<file path="src/rtl/seg_scan_ctrl.sv">
// rtl/seg_scan_ctrl.sv - 4-digit multiplexed 7-segment scan scheduler with frame-synchronous word update.
// Define SEG_SCAN_LZ_BLANK_EN to enable leading-zero suppression.
module seg_scan_ctrl #(
    parameter int ON_CYC    = 50000,
    parameter int BLANK_CYC = 500
) (
    input  logic        clk,
    input  logic        rst,
    input  logic [15:0] bcd_in,
    input  logic        load_valid,
    output logic        load_ready,
    output logic [6:0]  seg_out,
    output logic [3:0]  sel,
    output logic        frame_tick
);

    localparam int MAX_CYC = (ON_CYC > BLANK_CYC) ? ON_CYC : BLANK_CYC;
    localparam int CW      = (MAX_CYC > 1) ? $clog2(MAX_CYC) : 1;
    localparam logic [CW-1:0] ON_LAST    = CW'(ON_CYC - 1);
    localparam logic [CW-1:0] BLANK_LAST = CW'((BLANK_CYC > 0) ? BLANK_CYC - 1 : 0);
    localparam bit HAS_BLANK = (BLANK_CYC > 0);

    typedef enum logic {
        S_BLANK,
        S_ON
    } state_t;

    state_t        state, state_n;
    logic [CW-1:0] count, count_n;
    logic [1:0]    digit, digit_n;
    logic [15:0]   active, shadow;
    logic          pending;
    logic          transfer;
    logic          lz;
    logic [3:0]    nib;

    function automatic logic [6:0] seg_decode(input logic [3:0] v);
        case (v)
            4'd0:    seg_decode = 7'b0000001;
            4'd1:    seg_decode = 7'b1001111;
            4'd2:    seg_decode = 7'b0010010;
            4'd3:    seg_decode = 7'b0000110;
            4'd4:    seg_decode = 7'b1001100;
            4'd5:    seg_decode = 7'b0100100;
            4'd6:    seg_decode = 7'b0100000;
            4'd7:    seg_decode = 7'b0001111;
            4'd8:    seg_decode = 7'b0000000;
            4'd9:    seg_decode = 7'b0000100;
            default: seg_decode = 7'b1111111;
        endcase
    endfunction

    always_ff @(posedge clk) begin
        if (rst) begin
            state   <= HAS_BLANK ? S_BLANK : S_ON;
            count   <= '0;
            digit   <= '0;
            active  <= '0;
            shadow  <= '0;
            pending <= 1'b0;
        end else begin
            state <= state_n;
            count <= count_n;
            digit <= digit_n;
            // A pending word is promoted at the boundary; transfers need pending low, so both never coincide.
            if (frame_tick && pending) begin
                active  <= shadow;
                pending <= 1'b0;
            end else if (transfer) begin
                shadow  <= bcd_in;
                pending <= 1'b1;
            end
        end
    end

    always_comb begin
        state_n = state;
        count_n = count + CW'(1);
        digit_n = digit;
        case (state)
            S_BLANK: begin
                if (count == BLANK_LAST) begin
                    count_n = '0;
                    state_n = S_ON;
                end
            end
            S_ON: begin
                if (count == ON_LAST) begin
                    count_n = '0;
                    digit_n = digit + 2'd1;
                    state_n = HAS_BLANK ? S_BLANK : S_ON;
                end
            end
            default: begin
                count_n = '0;
                state_n = S_BLANK;
            end
        endcase
    end

    always_comb begin
        nib = active[{digit, 2'b00} +: 4];
        lz  = 1'b0;
`ifdef SEG_SCAN_LZ_BLANK_EN
        case (digit)
            2'd1:    lz = (active[15:4] == 12'h000);
            2'd2:    lz = (active[15:8] == 8'h00);
            2'd3:    lz = (active[15:12] == 4'h0);
            default: lz = 1'b0;
        endcase
`endif
        sel        = (state == S_ON) ? (4'b0001 << digit) : 4'b0000;
        seg_out    = ((state == S_ON) && !lz) ? seg_decode(nib) : 7'h7F;
        frame_tick = (state == S_ON) && (digit == 2'd3) && (count == ON_LAST);
        load_ready = ~pending;
        transfer   = load_valid && !pending;
    end

endmodule

</file>
<file path="config.mk">
export PLATFORM = sky130hd
export DESIGN_NAME = seg_scan_ctrl
export DESIGN_NICKNAME = d
export VERILOG_FILES = /design/src/rtl/seg_scan_ctrl.sv
export SDC_FILE = /design/constraint.sdc
export NUM_CORES = 1
export LEC_CHECK = 0
export ABC_AREA = 1
export ABC_CLOCK_PERIOD_IN_PS = 3500
export CORE_UTILIZATION = 30
export DETAILED_ROUTE_END_ITERATION = 10
export GPL_TIMING_DRIVEN = 0
export SYNTH_ARGS = -nofsm -noshare
export SYNTH_HDL_FRONTEND = slang
export SYNTH_SLANG_ARGS = --single-unit
</file>
<file path="constraint.sdc">
create_clock -name clk -period 3.5 [get_ports clk]
set_clock_uncertainty 0.1 [all_clocks]
set_input_delay 0.7 -clock clk [delete_from_list [all_inputs] [get_ports clk]]
set_output_delay 0.7 -clock clk [all_outputs]
set_load 0.05 [all_outputs]
</file>
==> flow_metrics.tcl <==
set metrics [dict create \
    synth.area.top_cells "dfxtp_1 (40%), nor2_1 (15%), nand2_1 (13%)" \
    antenna_found_initial 0 \
    root_buffer "clkbuf_8" \
    drv_cap 0 \
    relSlewSlack 0.6633 \
    maxSlewViolCount 0 \
    drive_gt1_frac 0.06383 \
    power_density_mw_per_mm2 333.2 \
    synth_commonest_cells "nor2_1 (101), nand2_1 (91), dfxtp_1 (52), inv_1 (45), o21ai_0 (20)" \
    wl_um 5280 \
    cts_resized 4 \
    numCtsBuffers 5 \
    cp_data_required_time_ns 2.70 \
    ir_drop_mv 0.2016 \
    multiInputGateArea_mm2 0.001318 \
    fp-row-count 33 \
    yosys_most_used_dff "dfxtp_1" \
    post-cts-setup-buffers 0 \
    async_flop_share 0 \
    clk_pin_slew_worst_paths_ns 0.09 \
    pin_count 32 \
    start_kind "flip-flop" \
    max_freq_mhz 317.7 \
    worstPathArrival_ns 2.35 \
    seqCellArea_mm2 0.001041 \
    postLayoutCoreUtil 0.3792 \
    synth_most_common_cell "nor2_1" \
    layout.nets 452 \
    fin_crit_sh 0.8993 \
    hpwl_um 4005 \
    core-area_mm2 0.008299 \
    synth_area_mm2 0.002606 \
    hold_path.class "reg -> reg" \
    antenna_cells 0 \
    via_per_inst 4.318 \
    grt_pass1_wl_um 9666 \
    post-synth-top-area-cell "dfxtp_1" \
    setup_viol 0 \
    grt.total_usage 0.1356 \
    worst_slew_pin_slew_ns 0.5042 \
    nFillCells 897 \
    clock-sinks 52 \
    portBuffers 31 \
    drtIter0Drc 79 \
    drc 0 \
    synthCells 384 \
    drt-pass1-iter-count 4 \
    setup_tns_ns 0 \
    die-area_mm2 0.009064 \
    die_y_um 95.21 \
    grt_max_degree 19 \
    initial_utilization 0.3140 \
    clock_latency_ns 0.31 \
    path_max_fanout 10 \
    yosys_warnings 0 \
    syn-num-nets 414 \
    end_kind "output port" \
    syn2layout_area_growth_pct 20.74 \
    synth-edff-count 0 \
    rsz0062_at_grt "no" \
    r2r_cells 7 \
    routabilityCongestion 0.8493 \
    status "completed" \
    hold_depth 1 \
    syn_area_per_cell_um2 6.787 \
    hold_viol 0 \
    num_vias 2280 \
    min_period_ns 3.147 \
    die_width_um 95.21 \
    ys_ff_latch 52 \
    synth_seq_area_share 0.3994 \
    ys_types 26 \
    power.leakage_nw 1.464 \
    synth_top_area_share 0.3994 \
    wl_per_cell_um 10.00 \
    critPathKind "reg -> out" \
    cts_buffer_depth 2 \
    grt_pass1_vias 2197 \
    cts_tree "done" \
    hold_buffers 0 \
    ant_nets 0 \
    htreeDepth 2 \
    grt_overflow_total 0 \
]
path summary, 6_finish.rpt:
kind	from	to	slack [ns]
setup / recovery	digit[0]	seg_out[6]	0.35
setup reg to reg	count[0]	active[6]	1.79
hold / removal	count[0]	count[0]	0.35
hold reg to reg	count[0]	count[0]	0.35
registers in the layout (all words and copies together) (netlist names):
register  flops
shadow       16
digit         2
active       16
count        16
pending       1
state         1
layout by cell type, fill, tap and decap left out, types with 2 or more instances in the layout:
master,count
a21oi_1,5
clkdlybuf4s50_1,24
xnor2_1,3
xor2_1,6
dlygate4sd2_1,4
nor2_4,2
nor2_1,101
nand4_1,5
clkbuf_1,2
o211ai_1,4
buf_6,2
nand3_1,17
inv_2,2
clkbuf_8,5
o21ai_0,20
inv_1,45
dfxtp_1,52
nand2_1,90
ha_1,11
buf_2,5
nor3_1,2
buf_4,2
inv_6,2
dlymetal6s2s_1,3
layer usage:
layer  global-route usage  vias to the layer above  part of all wire
met5                    0                        -                 0
met4              0.04672                        0             0.016
met3              0.02951                       10             0.030
met2               0.2339                       29              0.47
met1               0.1653                      987              0.48
li1                     -                     1254                 -
critical path, cell delays in order, from the launching register on:
cell           delay (ns)
dfxtp_1              0.43
buf_2                0.23
a21oi_1              0.08
o21ai_0              0.10
nand2_2              0.14
inv_1                0.11
ha_1                 0.14
inv_1                0.04
nand2_1              0.07
o211ai_1             0.10
nand2_1              0.08
dlygate4sd2_1        0.52
cell type report:
cell class              count  share of cell area
repair buffers             31             0.09940
multi-input cells         273              0.4187
flip-flops and latches     52              0.3308
plain buffers              11             0.02227
well taps                 105             0.04175
clock inverters             3            0.007952
clock buffers               5             0.02187
inverters                  48             0.05726
logic make-up (layout without fill, tap and decap cells):
group | count (synthesis) | count (layout) | share of synthesized area
adders and majority gates | 11 | 11 | 0.05281
AOI/OAI and AO/OA | 32 | 32 | 0.06913
xor gates and xnor gates | 9 | 9 | 0.03025
and+or+nand+nor | 221 | 221 | 0.3524
DFF | 52 | 52 | 0.3994
buffers and inverters | 59 | 98 | 0.09601
power breakdown:
| part | internal [mW] | total [mW] | switching (mW) |
|---|---|---|---|
| clock network | 0.146 | 0.360 | 0.214 |
| registers | 0.610 | 0.621 | 0.0110 |
| logic | 0.0331 | 0.0678 | 0.0347 |
through the flow:
| stage | instance area, um^2 | hold slack [ns] | total power [mW] | setup WS (ns) | std cells |
|---|---|---|---|---|---|
| 3_3_place_gp | 3048 | 0.3321 | 0.7013 | 0.3695 | 520 |
| 5_1_grt | 3147 | 0.3707 | 1.107 | 0.03813 | 528 |
| 2_1_floorplan | 2606 | 0.3175 | 0.6681 | 1.061 | 384 |
| 4_1_cts | 3137 | 0.3556 | 1.066 | 0.08261 | 528 |
| 3_5_place_dp | 3048 | 0.3414 | 0.7025 | 0.3456 | 520 |
| 6_report | 3147 | 0.3513 | 1.048 | 0.3525 | 528 |
Note: power is estimated with default switching activity, not from simulation.
